--- src/rtl/rv32i_types.sv ---
`default_nettype none
// ============================================================================
//  Module      : rv32i_types (package)
//  Description : Shared types and constants for the rv32i core pipeline
//                control: hazard sequencer state encoding and the zero
//                register index.
//  Revision    : 1.0 - initial release
// ============================================================================
package rv32i_types;

    // Hazard sequencer state: RUN is normal issue; SQUASH means the PC
    // already holds a redirect target while an old-PC fetch is in flight.
    localparam int HZ_STATE_W = 1;

    typedef enum logic [HZ_STATE_W-1:0] {
        RUN    = 1'b0,
        SQUASH = 1'b1
    } hazard_state_t;

    // x0 is hard-wired to zero, so it can never carry a load-use dependency.
    localparam logic [4:0] REG_ZERO = 5'd0;

    // True when the ID instruction consumes the register a load in EX writes.
    function automatic logic load_use_hit(
        input logic       mem_read,
        input logic [4:0] rd,
        input logic [4:0] rs1,
        input logic [4:0] rs2,
        input logic       rs1_used,
        input logic       rs2_used
    );
        return mem_read && (rd != REG_ZERO) &&
               ((rs1_used && (rs1 == rd)) || (rs2_used && (rs2 == rd)));
    endfunction

endpackage
`default_nettype wire

--- src/rtl/sat_counter.sv ---
`default_nettype none
// ============================================================================
//  Module      : sat_counter
//  Description : Up-counter that sticks at all-ones instead of wrapping.
//  Revision    : 1.0 - initial release
// ============================================================================
module sat_counter #(
    parameter int WIDTH = 32
) (
    input  logic             clk,
    input  logic             rst,
    input  logic             inc,
    output logic [WIDTH-1:0] count
);

    localparam logic [WIDTH-1:0] ONE = {{(WIDTH-1){1'b0}}, 1'b1};

    logic [WIDTH-1:0] count_q;

    // Count requested events, holding once the maximum value is reached.
    always_ff @(posedge clk or negedge rst) begin
        if (!rst) begin
            count_q <= '0;
        end else if (inc && (count_q != {WIDTH{1'b1}})) begin
            count_q <= count_q + ONE;
        end
    end

    assign count = count_q;

endmodule
`default_nettype wire

--- src/rtl/hazard_ctrl.sv ---
`default_nettype none
// ============================================================================
//  Module      : hazard_ctrl
//  Description : Pipeline sequencer for the 5-stage rv32i core. Produces the
//                stage-register load enables and bubble selects, resolves
//                memory / mul-div / load-use stalls and taken-branch
//                redirects, discards a stale fetch after a redirect, and
//                keeps saturating stall and flush counters.
//  Revision    : 1.0 - initial release
// ============================================================================
module hazard_ctrl
    import rv32i_types::*;
#(
    parameter int CNT_W = 32
) (
    input  logic             clk,
    input  logic             rst,
    input  logic             imem_stall,
    input  logic             dmem_stall,
    input  logic             md_busy,
    input  logic             ex_br_taken,
    input  logic             ex_mem_read,
    input  logic [4:0]       ex_rd,
    input  logic [4:0]       id_rs1,
    input  logic [4:0]       id_rs2,
    input  logic             id_rs1_used,
    input  logic             id_rs2_used,
    output logic             load_pc,
    output logic             load_if_id,
    output logic             load_id_ex,
    output logic             load_ex_mem,
    output logic             load_mem_wb,
    output logic             bubble_if_id,
    output logic             bubble_id_ex,
    output logic             bubble_ex_mem,
    output logic             squash_fetch,
    output logic [CNT_W-1:0] stall_cnt,
    output logic [CNT_W-1:0] flush_cnt
);

    hazard_state_t state_q;
    hazard_state_t state_d;

    logic lu;
    logic br_accept;
    logic stall_inc;
    logic flush_inc;

    assign lu = load_use_hit(ex_mem_read, ex_rd, id_rs1, id_rs2,
                             id_rs1_used, id_rs2_used);

    // A redirect is only accepted when EX actually advances this cycle; a
    // frozen or mul/div-held EX re-presents the branch later.
    assign br_accept = ex_br_taken && !dmem_stall && !md_busy;

    // State register.
    always_ff @(posedge clk or negedge rst) begin
        if (!rst) begin
            state_q <= RUN;
        end else begin
            state_q <= state_d;
        end
    end

    // Next state: enter SQUASH when a redirect lands on an outstanding
    // fetch; leave it the cycle that fetch finally returns.
    always_comb begin
        state_d = state_q;
        case (state_q)
            RUN:     if (br_accept && imem_stall) state_d = SQUASH;
            SQUASH:  if (!imem_stall)             state_d = RUN;
            default: state_d = RUN;
        endcase
    end

    // Output decode: priority-ordered hazard resolution, then SQUASH overrides.
    always_comb begin
        load_pc       = 1'b1;
        load_if_id    = 1'b1;
        load_id_ex    = 1'b1;
        load_ex_mem   = 1'b1;
        load_mem_wb   = 1'b1;
        bubble_if_id  = 1'b0;
        bubble_id_ex  = 1'b0;
        bubble_ex_mem = 1'b0;
        squash_fetch  = 1'b0;

        if (dmem_stall) begin
            load_pc     = 1'b0;
            load_if_id  = 1'b0;
            load_id_ex  = 1'b0;
            load_ex_mem = 1'b0;
            load_mem_wb = 1'b0;
        end else if (md_busy) begin
            load_pc       = 1'b0;
            load_if_id    = 1'b0;
            load_id_ex    = 1'b0;
            bubble_ex_mem = 1'b1;
        end else if (ex_br_taken) begin
            bubble_if_id = 1'b1;
            bubble_id_ex = 1'b1;
        end else if (lu) begin
            load_pc      = 1'b0;
            load_if_id   = 1'b0;
            bubble_id_ex = 1'b1;
        end else if (imem_stall) begin
            load_pc      = 1'b0;
            bubble_if_id = 1'b1;
        end

        // The in-flight fetch belongs to the old PC: never let it into
        // IF/ID, and keep the PC on the target unless a newer redirect lands.
        if (state_q == SQUASH) begin
            bubble_if_id = 1'b1;
            if (!br_accept) begin
                load_pc = 1'b0;
            end
            if (!imem_stall) begin
                squash_fetch = 1'b1;
            end
        end

        if (!rst) begin
            load_pc       = 1'b0;
            load_if_id    = 1'b0;
            load_id_ex    = 1'b0;
            load_ex_mem   = 1'b0;
            load_mem_wb   = 1'b0;
            bubble_if_id  = 1'b0;
            bubble_id_ex  = 1'b0;
            bubble_ex_mem = 1'b0;
            squash_fetch  = 1'b0;
        end
    end

    // A lost issue slot is any cycle where ID/EX does not take a real instruction.
    assign stall_inc = rst && (!load_id_ex || bubble_id_ex);
    assign flush_inc = rst && br_accept;

    sat_counter #(
        .WIDTH (CNT_W)
    ) u_stall_cnt (
        .clk   (clk),
        .rst   (rst),
        .inc   (stall_inc),
        .count (stall_cnt)
    );

    sat_counter #(
        .WIDTH (CNT_W)
    ) u_flush_cnt (
        .clk   (clk),
        .rst   (rst),
        .inc   (flush_inc),
        .count (flush_cnt)
    );

endmodule
`default_nettype wire

--- config.mk ---
export PLATFORM = sky130hd
export DESIGN_NAME = hazard_ctrl
export DESIGN_NICKNAME = d
export VERILOG_FILES = /design/src/rtl/rv32i_types.sv /design/src/rtl/sat_counter.sv /design/src/rtl/hazard_ctrl.sv
export SDC_FILE = /design/constraint.sdc
export NUM_CORES = 1
export LEC_CHECK = 0
export BUFFER_PORTS_ARGS = -buffer_cell sky130_fd_sc_hd__buf_2
export CAP_MARGIN = 20
export CORE_ASPECT_RATIO = 1.4
export CORE_UTILIZATION = 40
export DETAILED_ROUTE_END_ITERATION = 10
export HOLD_SLACK_MARGIN = 0.15
export PLACE_DENSITY_LB_ADDON = 0.2
export SLEW_MARGIN = 20
export SYNTH_ARGS = -nofsm -noshare
export SYNTH_HDL_FRONTEND = slang
export SYNTH_SLANG_ARGS = --single-unit
--- constraint.sdc ---
create_clock -name clk -period 5.85 [get_ports clk]
set_clock_uncertainty 0.1 [all_clocks]
set_input_delay 1.17 -clock clk [delete_from_list [all_inputs] [get_ports clk]]
set_output_delay 1.17 -clock clk [all_outputs]
set_load 0.01 [all_outputs]
==> metrics.txt, run 1 <==
EDFF count, synth=0; simple-gate area share of the yosys netlist=26.3%; Most used DFF post-synth=dfrtp_1; CP top delay family=simple AND/OR/NAND/NOR gates; part of the Yosys area used for sequential elements=48.0%; CP most frequent cell=buf_2; area of the multi-input gates=1680 um2; CTS Hold Bufs=0; Final ANT Viol Nets=0; adder-cell share of the synthesized area=0.739%; GRT busiest layer=met2; Post-DP HPWL=5480 um; Reg-to-Reg Start=u_stall_cnt.count[0]$_DFFE_PN0P_; minimum setup slack among reg-to-reg paths=3380 ps; Net count, final=452; Reg clk slew, reported paths=50 ps; CTS tree=yes; max-slew violations=0; 1st-iter DRT viols=134; Tightest Pin Transition=917 ps; Compound-Gate Fraction of Synth Area=3.29%; asr flop ratio synth=100%; hold_sp=u_stall_cnt.count[17]$_DFFE_PN0P_; clk buf depth=2; crit path cell chain=buf_2 > or4_1 > o21a_1 > nand2_1 > a21oi_1 > o21ai_0 > buf_2; Max Fclk=263 MHz; critical path's largest stage delay=520 ps; largest net degree at the start of global routing=50; Yosys warning count=0; drt total wl=7530 um; largest family of logic cells by synthesized area=simple AND/OR/NAND/NOR gates; R2R cell count=7; Post-Syn Area=3390 um2; commonest non-fill, non-tap cell in the layout=buf_2; Hold Crit Class=reg -> reg; Setup CP Type=in -> out; Initial DRT Pass Iterations=6; max_slew headroom=38.9%; dominant cell type by area after synthesis=dfrtp_1; Initial Util=41.3%; Net Count, Synth=353; CTS sink cnt=65; die extent in y=111 um; Synth cell types=39; Area Overhead vs Synth=24.7%; filler cell count=776; GR Util met1=21.9%; global-route wire length before repair=12700 um; most frequent cells in the layout=buf_2, dfrtp_1, xor2_1; vias per cell=5.23; Synth Instances=327; number of synthesized register bits=65; total number of vias=2775; outcome=complete, no violations; Setup crit start=ex_rd[1]; RSZ-0062 raised after global routing=no; layout cells sized above 1=28.2%; FF+latch area=1630 um2; Avg Cell Area, Syn=10.4 um2; Setup Fix Bufs, Post-CTS=0; gr usage total=18.3%; antenna cell count=0; WP buf/inv=2; root buffer cell=clkbuf_16; RR Endpoint=u_stall_cnt.count[5]$_DFFE_PN0P_; Critical Path Sink Type=output pin; period utilisation layout=65.1%; Worst EP arrival=2540 ps; Pwr Density=290 nW/um2; Worst Path Required=4580 ps; met3 Resource Use GR=3.70%; Final Util=51.5%; synth top area cells=dfrtp_1, xor2_1, xnor2_1, nand3_1, nand2_1; cell row count=39; mux contribution to synthesized area=0.665%; Hold Path Sink=u_stall_cnt.count[17]$_DFFE_PN0P_; max_cap viols=0; crit path time final=3810 ps; Synth Area in XOR/XNOR=18.6%; WL per Instance=14.2 um; vias in the first global route=2712; Horiz. Die Dim=79.8 um; Overflow after GRT=0; worst-path maximum fanout=3; CP max-delay cell=or4_1; H-tree depth=3; CTS resizes=0; Residual DRC=0; Skew-Pair Late Insertion Delay=330 ps; Final TNS setup=0 ps; CORE AREA=8200 um2; total CTS buffers=9; startpoint types=primary input; initial antenna violation count=0; number of I/O port buffers=96; post-synth top area share=48.0%; hold path cells=1; gpl congestion=0.806; Final Hold Viols=0; Top-Level Pins=97; met2 Usage GRT=30.7%; Leakage=2.16 nW; Finish-stage setup viols=0; total die area=8840 um2; Peak VDD IR=0.000164 V
flip-flops by register name, summed over array words and instances (netlist names):
name and cells:
u_stall_cnt.count 32, state_q 1, u_flush_cnt.count 32
synthesized netlist by cell type (all sizes together) (2+ instances only):
cell type  number
and4           10
or3             2
nand4          10
nor2b           3
nor4b           5
nor2           13
and2            6
a21oi           6
nor4            7
and3           15
nand2b          2
a211oi          2
ha              2
inv             5
mux2            2
buf             8
xnor2          31
dfrtp          65
nor3           20
nand3          30
clkbuf          2
xor2           41
nand2          28
nor3b           3
logic make-up after synthesis:
family | Yosys count
AOI/OAI and AO/OA | 14
xor gates and xnor gates | 72
adders and majority gates | 2
buffers and inverters | 15
DFF | 65
muxes | 2
and+or+nand+nor | 157
routing by layer:
metal,vias up,wire [um],share of wire (%)
met5,-,0,0
met3,19,303,4.0
li1,1341,-,-
met2,66,3880,52
met4,0,196,2.6
met1,1349,3150,42
worst max-delay path by stage:
stage | slack [ps] | cells past startpoint | endpoint
floorplan | 2240 | 5 | bubble_if_id
detailed placement | 2030 | 7 | bubble_if_id
finish | 2040 | 7 | bubble_if_id
global route | 1950 | 7 | bubble_if_id
CTS | 2030 | 7 | bubble_if_id
global placement | 2060 | 7 | bubble_if_id
cell type report:
class	instances	share of cell area (%)
flip-flops and latches	65	38.5
well taps	102	3.02
clock inverters	3	0.415
inverters	5	0.444
clock buffers	11	5.99
repair buffers	98	11.8
multi-input cells	247	39.8
power breakdown:
group / internal [mW] / switching [mW]
logic: 0.0851 / 0.0947
registers: 0.496 / 0.0588
clock network: 0.303 / 0.189
through the flow:
step	area (um2)	hold slack [ps]	total power, mW	setup slack (ps)	instances
after global routing	4220	392	1.29	1950	531
after CTS	4220	384	1.24	2030	531
final	4220	380	1.23	2040	531
after global placement	3950	373	0.739	2060	517
after detailed placement	3950	373	0.746	2030	517
after floorplan	3390	407	0.654	2240	327
worst reg2reg max path: stages, from the launching register on:
cell	delay, ps
dfrtp_1	430
ha_1	240
and3_1	210
and4bb_2	260
and3_1	300
nand2b_4	260
nor4b_1	440
xor2_1	170
No activity file was read; power rests on OpenSTA's default activity.
==> run 2: changes to the inputs <==
Clock period 5.85 ns to 3.8 ns, I/O delays scaled along.
==> run 2 against run 1 <==
First-iteration DRC count decreased by 25%. Power increased by 80%. Sequential power increased by 54%. Design area increased by 2.9%. Core utilization increased by 1.5 points. Clock power increased by 120%. Cell count increased by 0.38%. Register-to-register slack got worse by 2100 ps. Largest power group is now clock. Highest routed layer unchanged.
==> metrics.txt, run 2 (synthesized netlist as in run 1, its figures left out) <==
outcome=complete, no violations; Initial DRT Pass Iterations=4 (-2); Final Hold Viols=0 (unchanged); Post-DP HPWL=5500 um (+0.38%); Skew-Pair Late Insertion Delay=330 ps (about the same); 1st-iter DRT viols=100 (-25%); Top-Level Pins=97 (unchanged); Peak VDD IR=0.000397 V (+140%); largest net degree at the start of global routing=73 (+46%); Final ANT Viol Nets=0 (unchanged); Final TNS setup=0 ps (unchanged); Net count, final=452 (unchanged); layout cells sized above 1=28.5% (+0.33 points); Residual DRC=0 (unchanged); vias per cell=5.15 (-1.5%); startpoint types=primary input; most frequent cells in the layout=buf_2, dfrtp_1, xor2_1; crit path cell chain=buf_2 > or4_1 > o21a_1 > nand2_1 > a21oi_1 > o21ai_0 > buf_2; total die area=8840 um2 (unchanged); clk buf depth=2 (unchanged); crit path time final=2980 ps; minimum setup slack among reg-to-reg paths=1300 ps (-2080 ps); commonest non-fill, non-tap cell in the layout=buf_2; period utilisation layout=78.4%; vias in the first global route=2660 (-1.9%); Finish-stage setup viols=0 (unchanged); Initial Util=41.3% (unchanged); total number of vias=2743 (-1.2%); Tightest Pin Transition=871 ps (-46.2 ps); Critical Path Sink Type=output pin; R2R cell count=7 (unchanged); Leakage=2.21 nW (+2.4%); Pwr Density=509 nW/um2 (+75%); die extent in y=111 um (unchanged); Overflow after GRT=0 (unchanged); total CTS buffers=9 (unchanged); CTS resizes=0 (unchanged); CORE AREA=8200 um2 (unchanged); max_cap viols=0 (unchanged); Worst EP arrival=2120 ps (-420 ps); CTS tree=yes; worst hold slack=166 ps (-213 ps); Max Fclk=336 MHz; Hold Crit Class=in -> async; Area Overhead vs Synth=28.3%; critical path's largest stage delay=510 ps (about the same); CTS sink cnt=65 (unchanged); number of I/O port buffers=96 (unchanged); global-route wire length before repair=12600 um (-1.0%); H-tree depth=3 (unchanged); Reg clk slew, reported paths=50 ps (about the same); Worst Path Required=2940 ps (-1640 ps); initial antenna violation count=0 (unchanged); CP max-delay cell=or4_1; Horiz. Die Dim=79.8 um (unchanged); max_slew headroom=42.0% (+3.1 points); drt total wl=7580 um (+0.62%); Setup CP Type=in -> out; max-slew violations=0 (unchanged); CTS Hold Bufs=0 (unchanged); worst-path maximum fanout=3 (unchanged); root buffer cell=clkbuf_16; antenna cell count=0 (unchanged); Setup Fix Bufs, Post-CTS=0 (unchanged); RSZ-0062 raised after global routing=no; Reg-to-Reg Start=u_stall_cnt.count[0]$_DFFE_PN0P_; gr usage total=18.2% (-0.086 points); cell row count=39 (unchanged); RR Endpoint=u_stall_cnt.count[1]$_DFFE_PN0P_; WL per Instance=14.2 um (+0.25%); CP most frequent cell=buf_2; gpl congestion=0.816 (+1.3%)
run 2: layout make-up:
type / count / area (um2)
fill: 765 / 3850
multi-input combinational: 247 / 1680
sequential: 65 / 1630
timing repair buffer: 98 / 498
clock buffer: 9 / 225
clock inverter: 7 / 166
tap: 102 / 128
inverter: 5 / 18.8
run 2: how the worst max path moves through the flow:
stage                               to  slack [ps]      from
final                     bubble_if_id         820  ex_rd[1]
after global routing      bubble_if_id         740  ex_rd[0]
after CTS                 bubble_if_id         810  ex_rd[1]
after detailed placement  bubble_if_id         810  ex_rd[1]
after global placement    bubble_if_id         830  ex_rd[1]
after floorplan           bubble_if_id        1010  ex_rd[1]
run 2: critical path, delay by kind of cell:
kind	cells	cell delay, ps
and+or+nand+nor	2	620
buffers and inverters	2	270
AOI/OAI and AO/OA	3	450
run 2: power by group:
group	switching (mW)	internal [mW]	total [mW]
Sequential	0.0908	0.763	0.853
Clock	0.305	0.774	1.08
Combinational	0.146	0.132	0.278
Total	0.542	1.67	2.21
run 2: through the flow:
stage	worst slack (ps)	cells	utilization, %	instance area (um2)	power, mW
2_1_floorplan	1010	327	-	3390	1.01
3_3_place_gp	834	517	48.2	3950	1.14
3_5_place_dp	814	517	48.2	3950	1.15
4_1_cts	814	533	53.0	4340	2.24
5_1_grt	740	533	53.0	4340	2.31
6_report	820	533	53.0	4340	2.21
run 2: per-layer routing:
metal	up-vias	GRT usage, %	wire length, um
met5	-	0	0
met4	0	6.43	78
met3	6	5.76	338
met2	57	30.5	3970
met1	1334	21.6	3190
li1	1346	-	-
